`src/rtl/reg_bus_arbiter.sv`:
```
// reg_bus_arbiter
// Two-requester arbiter for a shared 8-bit register bus. One requester is a
// Modbus front end that issues single-cycle request pulses. The other is a
// core that holds a valid/ready request. Requests are granted round-robin,
// and each granted request becomes exactly one bus strobe cycle. Reads wait
// one further cycle for the register bank's data.
//
// Optional feature: define ARB_WR_PROTECT_EN to reject Modbus writes whose
// address is >= PROT_BASE. A rejected write produces no bus_we and pulses
// m_werr instead. Without the macro, m_werr stays 0 and every write passes.
//
// Ports
//   clk, rst_n                 clock, asynchronous active-low reset
//   m_addr, m_wdata            Modbus address / write data (valid with pulse)
//   m_read, m_write            Modbus request pulses (both high = write)
//   m_rdata, m_rvalid          Modbus read data and one-cycle valid
//   m_overrun                  request dropped because the slot was busy
//   m_werr                     protected write rejected (protect build only)
//   c_valid, c_we              core request and direction
//   c_addr, c_wdata            core address / write data
//   c_ready                    core acceptance pulse (its bus strobe cycle)
//   c_rdata, c_rvalid          core read data and one-cycle valid
//   bus_addr, bus_wdata        shared bus address / write data (held when idle)
//   bus_we, bus_re             shared bus strobes, one cycle each
//   bus_rdata                  bank read data, valid one cycle after bus_re
module reg_bus_arbiter #(
  parameter logic [7:0] PROT_BASE = 8'h80
) (
  input  logic       clk,
  input  logic       rst_n,
  input  logic [7:0] m_addr,
  input  logic [7:0] m_wdata,
  input  logic       m_read,
  input  logic       m_write,
  output logic [7:0] m_rdata,
  output logic       m_rvalid,
  output logic       m_overrun,
  output logic       m_werr,
  input  logic       c_valid,
  input  logic       c_we,
  input  logic [7:0] c_addr,
  input  logic [7:0] c_wdata,
  output logic       c_ready,
  output logic [7:0] c_rdata,
  output logic       c_rvalid,
  output logic [7:0] bus_addr,
  output logic [7:0] bus_wdata,
  output logic       bus_we,
  output logic       bus_re,
  input  logic [7:0] bus_rdata
);

  typedef enum logic [1:0] {ARB = 2'd0, ISSUE = 2'd1, RDWAIT = 2'd2} state_t;

  state_t     state;
  logic       pend;        // Modbus slot holds a request
  logic       pend_we;
  logic [7:0] pend_addr;
  logic [7:0] pend_wdata;
  logic       last_core;   // last grant went to the core
  logic       cur_core;    // owner of the in-flight transaction
  logic       cur_read;    // in-flight transaction needs RDWAIT

  logic m_pulse;
  logic grant;
  logic pick_core;
  logic m_grant;
  logic slot_free;
  logic protect_hit;

  assign m_pulse   = m_read | m_write;
  assign grant     = (state == ARB) && (pend || c_valid);
  // The core wins when it is the only requester, or when both are waiting
  // and Modbus had the previous grant.
  assign pick_core = c_valid && (!pend || !last_core);
  assign m_grant   = grant && !pick_core;
  // A Modbus grant empties the slot on this edge, so a pulse arriving on
  // the same edge can take the slot instead of being dropped.
  assign slot_free = !pend || m_grant;

`ifdef ARB_WR_PROTECT_EN
  assign protect_hit = pend_we && (pend_addr >= PROT_BASE);
`else
  assign protect_hit = 1'b0;
  // Keeps PROT_BASE referenced in the unprotected build.
  logic unused_prot_base;
  assign unused_prot_base = ^PROT_BASE;
`endif

  always_ff @(posedge clk or negedge rst_n) begin
    if (!rst_n) begin
      state      <= ARB;
      pend       <= 1'b0;
      pend_we    <= 1'b0;
      pend_addr  <= 8'h00;
      pend_wdata <= 8'h00;
      last_core  <= 1'b1;
      cur_core   <= 1'b0;
      cur_read   <= 1'b0;
      m_rdata    <= 8'h00;
      m_rvalid   <= 1'b0;
      m_overrun  <= 1'b0;
      m_werr     <= 1'b0;
      c_ready    <= 1'b0;
      c_rdata    <= 8'h00;
      c_rvalid   <= 1'b0;
      bus_addr   <= 8'h00;
      bus_wdata  <= 8'h00;
      bus_we     <= 1'b0;
      bus_re     <= 1'b0;
    end else begin
      // Pulses default low; the grant and RDWAIT branches raise them.
      m_rvalid  <= 1'b0;
      c_rvalid  <= 1'b0;
      c_ready   <= 1'b0;
      m_werr    <= 1'b0;
      bus_we    <= 1'b0;
      bus_re    <= 1'b0;
      m_overrun <= m_pulse && !slot_free;

      if (m_pulse && slot_free) begin
        pend       <= 1'b1;
        pend_we    <= m_write;
        pend_addr  <= m_addr;
        pend_wdata <= m_wdata;
      end else if (m_grant) begin
        pend <= 1'b0;
      end

      case (state)
        ARB: begin
          if (grant) begin
            state     <= ISSUE;
            cur_core  <= pick_core;
            last_core <= pick_core;
            if (pick_core) begin
              bus_addr  <= c_addr;
              bus_wdata <= c_wdata;
              bus_we    <= c_we;
              bus_re    <= !c_we;
              cur_read  <= !c_we;
              c_ready   <= 1'b1;
            end else begin
              // A rejected write still consumes its ISSUE cycle and the
              // grant, but leaves the bus untouched.
              if (!protect_hit) begin
                bus_addr  <= pend_addr;
                bus_wdata <= pend_wdata;
              end
              bus_we   <= pend_we && !protect_hit;
              bus_re   <= !pend_we;
              cur_read <= !pend_we;
              m_werr   <= protect_hit;
            end
          end
        end
        ISSUE: begin
          state <= cur_read ? RDWAIT : ARB;
        end
        RDWAIT: begin
          state <= ARB;
          if (cur_core) begin
            c_rdata  <= bus_rdata;
            c_rvalid <= 1'b1;
          end else begin
            m_rdata  <= bus_rdata;
            m_rvalid <= 1'b1;
          end
        end
        default: state <= ARB;
      endcase
    end
  end

endmodule

```
`config.mk`:
```
export PLATFORM = sky130hd
export DESIGN_NAME = reg_bus_arbiter
export DESIGN_NICKNAME = d
export VERILOG_FILES = /design/src/rtl/reg_bus_arbiter.sv
export SDC_FILE = /design/constraint.sdc
export NUM_CORES = 1
export LEC_CHECK = 0
export ABC_AREA = 1
export BUFFER_PORTS_ARGS = -buffer_cell sky130_fd_sc_hd__buf_2
export CORE_MARGIN = 2
export CORE_UTILIZATION = 49
export CTS_CLUSTER_SIZE = 16
export DETAILED_ROUTE_END_ITERATION = 10
export PLACE_DENSITY_LB_ADDON = 0.3
export SETUP_SLACK_MARGIN = 0.1
export SLEW_MARGIN = 20
export SYNTH_ARGS = -nofsm -noshare
export SYNTH_HDL_FRONTEND = slang
export SYNTH_SLANG_ARGS = --single-unit
```
`constraint.sdc`:
```
create_clock -name clk -period 1.6 [get_ports clk]
set_input_delay 0.32 -clock clk [delete_from_list [all_inputs] [get_ports clk]]
set_output_delay 0.32 -clock clk [all_outputs]
set_load 0.005 [all_outputs]
```
==> results of run 1 <==
[layer usage]
metal | vias to the layer above | share of wire
met4 | 0 | 0.020
li1 | 1014 | -
met2 | 61 | 0.47
met1 | 905 | 0.45
met3 | 9 | 0.059
met5 | - | 0
[critical path: stages (launching register included)]
cell	delay [ns]
dfstp_2	0.53
nand2_1	0.06
nand2_2	0.11
nand3_2	0.09
inv_1	0.18
buf_4	0.20
nand2_1	0.07
nand3_1	0.07
[cells in the mapped netlist]
master | instances | area, µm²
conb_1 | 1 | 3.75
clkbuf_1 | 2 | 7.51
clkbuf_4 | 1 | 7.51
o21ai_0 | 17 | 85.1
buf_8 | 1 | 15.0
nand3_2 | 1 | 10.0
nor2_2 | 1 | 6.26
nand2_1 | 109 | 409
nor2_4 | 1 | 11.3
dfrtp_1 | 60 | 1500
buf_4 | 3 | 22.5
buf_2 | 2 | 10.0
nand3_1 | 34 | 170
dfstp_2 | 1 | 26.3
a21oi_1 | 2 | 10.0
buf_6 | 2 | 22.5
nor2_1 | 4 | 15.0
inv_1 | 20 | 75.1
nand2_2 | 4 | 25.0
[power groups by stage]
| stage | Combinational, mW | Sequential [mW] | Clock (mW) |
|---|---|---|---|
| after CTS | 2.10 | 2.66 | 1.22 |
| after floorplan | 1.33 | 2.68 | 0 |
| after global routing | 2.44 | 2.74 | 1.28 |
| final | 2.12 | 2.66 | 1.19 |
| after detailed placement | 2.09 | 2.68 | 0 |
| after global placement | 2.02 | 2.66 | 0 |
[worst max path at each step]
stage	startpoint	to	slack (ns)	cells after the start
2_1_floorplan	last_core	pend_addr[7]	0.32	8
3_3_place_gp	last_core	pend_addr[2]	0.24	7
3_5_place_dp	state[1]	bus_wdata[5]	0.21	5
4_1_cts	state[1]	cur_core	0.20	5
5_1_grt	last_core	bus_addr[7]	0.1	7
6_report	last_core	bus_addr[7]	0.22	7
[state kept, by name, summed over array words and instances, names as in the netlist]
name / count
pend_addr: 8
pend: 1
m_overrun: 1
c_rvalid: 1
bus_wdata: 8
c_ready: 1
last_core: 1
pend_we: 1
cur_read: 1
bus_re: 1
m_rdata: 8
bus_addr: 8
m_rvalid: 1
bus_we: 1
pend_wdata: 8
state: 2
c_rdata: 8
cur_core: 1
[cell families (layout without fill, tap and decap cells)]
family	after synthesis	count (layout)	share of synthesized area
other cells	1	1	0.00154
compound gates	19	19	0.0391
simple gates	154	154	0.266
buf+inv	31	129	0.0658
flops	61	61	0.628
[through the flow]
stage               std cells  instance area, µm²  utilization  setup WS, ns  power, mW
floorplan                 266                2430            -         0.321       4.01
global placement          410                2900        0.609         0.245       4.69
detailed placement        410                2900        0.609         0.215       4.77
CTS                       427                3080        0.649         0.196       5.97
global route              431                3110        0.655        0.0953       6.46
finish                    431                3110        0.655         0.217       5.96
[timing repair]
action / 4_1_cts / 5_1_grt
buffers inserted: 0 / 4
endpoints found under the hold margin: 60 / 0
endpoints found under the setup margin: 0 / 12
hold buffers: 1 / 0
gates resized for setup: 0 / 0
[layout make-up]
| cell class | count | area [µm²] | area share |
|---|---|---|---|
| clock inverter | 6 | 38.8 | 0.0125 |
| inverter | 20 | 75.1 | 0.0241 |
| multi-input combinational | 174 | 746 | 0.239 |
| clock buffer | 10 | 138 | 0.0442 |
| sequential | 61 | 1530 | 0.491 |
| tap | 67 | 83.8 | 0.0269 |
| timing repair buffer | 93 | 505 | 0.162 |
==> results.json, run 1 <==
{
  "fmax_mhz": 723,
  "clock_latency_ns": 0.34,
  "coreArea_um2": 4750,
  "final_cell_mix": "109 x nand2_1, 83 x buf_2, 60 x dfrtp_1",
  "final.setup.tns_ns": 0,
  "synth-warning-count": 0,
  "ant_nets": 0,
  "status": "finished clean",
  "cts_buffers": 9,
  "seqPwrFrac": 0.446,
  "clk_path_buf_depth": 2,
  "antenna_found_initial": 0,
  "relSlewSlack": 0.634,
  "rows": 25,
  "r2r-start": "last_core",
  "hold_viol_final": 0,
  "cp_max_fo": 10,
  "grt_overflow_total": 0,
  "wire_per_inst_um": 11.6,
  "period_needed_ns": 1.38,
  "min-delay-start": "c_addr[6]",
  "htreeDepth": 3,
  "syn_inst": 266,
  "report.final.slew_viol_count": 0,
  "power_density_nw_per_um2": 1910,
  "num_antenna_cells": 0,
  "clock_skew_ns": 0.00662,
  "layout.nets": 405,
  "hp-class": "primary input to flop",
  "die_h_um": 74.5,
  "final_common_cell": "nand2_1",
  "fin_crit_sh": 0.865,
  "ys_types": 19,
  "reg2reg_slack_ns": 0.22,
  "synthesis.nets": 312,
  "hold_depth": 3,
  "path_clk_slew_ns": 0.07,
  "dieWidth_um": 74.5,
  "syn_area_um2": 2430,
  "grtUsageMet1": 0.253,
  "ys_seq_area_frac": 0.628,
  "p_sw_mw": 2.18,
  "grt.met3_usage": 0.0461,
  "synth_area_per_cell_um2": 9.15,
  "vias": 1989,
  "grt_max_degree": 62,
  "path_class": "flop to flop",
  "start_util": 0.512,
  "synth-seq-cells": 61,
  "finalWeightedCongestion": 0.754,
  "pwr-share-clk": 0.199,
  "finalSetupViolCount": 0,
  "cts_tree": "yes",
  "drcViolationCount": 0,
  "power_leakage_nw": 1.77,
  "grt-busiest-layer": "met2",
  "root_buffer": "clkbuf_8",
  "reg2regPathDepth": 7,
  "vias_per_cell": 4.61,
  "hold_path_end": "bus_addr[6]",
  "r2r-end": "bus_addr[7]",
  "pin_count": 85,
  "area_growth_pct": 28.0,
  "dpl.hpwl_um": 3500,
  "startpoint_type": "flop",
  "cts.sinks": 61,
  "drive_gt1_frac": 0.319,
  "p_sw_frac": 0.365,
  "timing.hold.ws_ns": 0.199,
  "p_comb_frac": 0.355,
  "endpoint_kind": "flop",
  "critPathRequiredTime_ns": 1.87,
  "grt_pass1_vias": 1772,
  "gr-usage-all-layers": 0.190,
  "drt-total-wl_um": 4990,
  "fill_cells": 435,
  "p_int_mw": 3.79,
  "port_buffers": 83,
  "fp.dieArea_um2": 5550,
  "drt-pass1-iter-count": 4,
  "worst_pin_slew_ns": 0.548,
  "max-cap-violations": 0,
  "worstPathArrival_ns": 1.65,
  "use_met2": 0.294,
  "ir_drop_uv": 1010,
  "grt_pass1_wl_um": 7840,
  "drtIter0Drc": 120,
  "rsz0062_at_grt": "no"
}
(Power assumes the default switching activity.)
==> run 2, diff against run 1 <==
RECOVER_POWER = 50   (was unset)
==> run 2 against run 1 <==
  * Utilization decreased by 0.50 points
  * Hold slack about the same
  * Cell area decreased by 0.76%
  * Via count about the same
  * Clock-buffer cell count unchanged
  * Global-route usage unchanged
  * Fmax about the same
  * Largest cell class unchanged
==> results.json, run 2 (synthesis results as in run 1) <==
{
  "cts_tree": "yes",
  "cts_buffers": 9,
  "coreArea_um2": 4750,
  "die_h_um": 74.5,
  "grt_overflow_total": 0,
  "final.setup.tns_ns": 0,
  "path_class": "flop to flop",
  "critPathRequiredTime_ns": 1.87,
  "fin_area_um2": 3090,
  "worstPathArrival_ns": 1.65,
  "ir_drop_uv": 1010,
  "startpoint_type": "flop",
  "antenna_found_initial": 0,
  "cp_max_fo": 10,
  "cts.sinks": 61,
  "clock_latency_ns": 0.34,
  "htreeDepth": 3,
  "rows": 25,
  "wire_per_inst_um": 11.6,
  "fill_cells": 438,
  "drt-total-wl_um": 4990,
  "max-cap-violations": 0,
  "grt_max_degree": 62,
  "drtIter0Drc": 121,
  "grt_pass1_vias": 1772,
  "hp-class": "primary input to flop",
  "area_growth_pct": 27.0,
  "vias_per_cell": 4.62,
  "status": "finished clean",
  "finalWeightedCongestion": 0.754,
  "hold_viol_final": 0,
  "dieWidth_um": 74.5,
  "vias": 1990,
  "fmax_mhz": 723,
  "fin_crit_sh": 0.864,
  "pre_cts_slack_ns": 0.215,
  "clk_path_buf_depth": 2,
  "dpl.hpwl_um": 3500,
  "finalSetupViolCount": 0,
  "worst_pin_slew_ns": 0.807,
  "clock_skew_ns": 0.00678,
  "seqCellArea_um2": 1530,
  "num_antenna_cells": 0,
  "ant_nets": 0,
  "gr-usage-all-layers": 0.190,
  "path_clk_slew_ns": 0.07,
  "drive_gt1_frac": 0.294,
  "power_density_nw_per_um2": 1920,
  "multi_input_area_um2": 746,
  "final_common_cell": "nand2_1",
  "period_needed_ns": 1.38,
  "pin_count": 85,
  "drcViolationCount": 0,
  "start_util": 0.512,
  "fp.dieArea_um2": 5550,
  "rsz0062_at_grt": "no",
  "grt_pass1_wl_um": 7840,
  "report.final.slew_viol_count": 0,
  "root_buffer": "clkbuf_8",
  "post_dp_cell_area_um2": 2900,
  "final_cell_mix": "109 x nand2_1, 74 x buf_2, 60 x dfrtp_1",
  "endpoint_kind": "flop",
  "drt-pass1-iter-count": 4,
  "layout.nets": 405,
  "relSlewSlack": 0.462,
  "power_leakage_nw": 1.74,
  "worst_slack_ns": 0.218,
  "port_buffers": 83
}
[run 2: changes by cell type in the layout (fill, tap and decap cells not counted)]
cell / change
clkbuf_4: +1
buf_2: -9
buf_12: -1
clkbuf_1: +9
[run 2: layout make-up]
cell class / instances / area share
clock buffer: 10 / 0.0445
clock inverter: 6 / 0.0126
inverter: 20 / 0.0243
multi-input combinational: 174 / 0.241
sequential: 61 / 0.494
tap: 67 / 0.0271
timing repair buffer: 93 / 0.156
[run 2: path summary, 6_finish.rpt]
path / from / endpoint / slack, ns / cells after the start
hold reg to reg: pend_wdata[2] / pend_wdata[2] / 0.47 / 2
hold / removal: c_addr[6] / bus_addr[6] / 0.20 / 3
setup / recovery: last_core / bus_addr[7] / 0.22 / 7
setup reg to reg: last_core / bus_addr[7] / 0.22 / 7
max in group asynchronous: rst_n / bus_wdata[1] / 0.35 / 3
min in group asynchronous: rst_n / bus_we / 0.71 / 3
[run 2: repair_timing]
item	in CTS	in global routing
setup endpoints to repair	0	12
buffers inserted	0	4
resized for setup	0	0
hold buffers	1	0
hold endpoints to repair	60	0
[run 2: critical path, cell delays in order (launching register included)]
cell,delay (ns)
dfstp_2,0.53
nand2_1,0.06
nand2_2,0.11
nand3_2,0.09
inv_1,0.18
buf_4,0.21
nand2_1,0.07
nand3_1,0.07
[run 2: stage by stage]
stage               utilization  total power [mW]  hold WS [ns]  cells
floorplan                     -              4.01        0.0244    266
global placement          0.609              4.69         0.351    410
detailed placement        0.609              4.77         0.351    410
CTS                       0.649              5.97         0.187    427
global route              0.650              6.43         0.198    431
finish                    0.650              5.94         0.198    431
[run 2: power breakdown]
group	total, mW	internal, mW	switching (mW)
clock network	1.19	0.597	0.593
registers	2.66	2.29	0.374
logic	2.09	0.875	1.21
[run 2: metal layers]
layer	GRT usage	part of all wire
met1	0.253	0.45
met2	0.294	0.47
met3	0.0461	0.062
met4	0.0952	0.020
met5	0	0
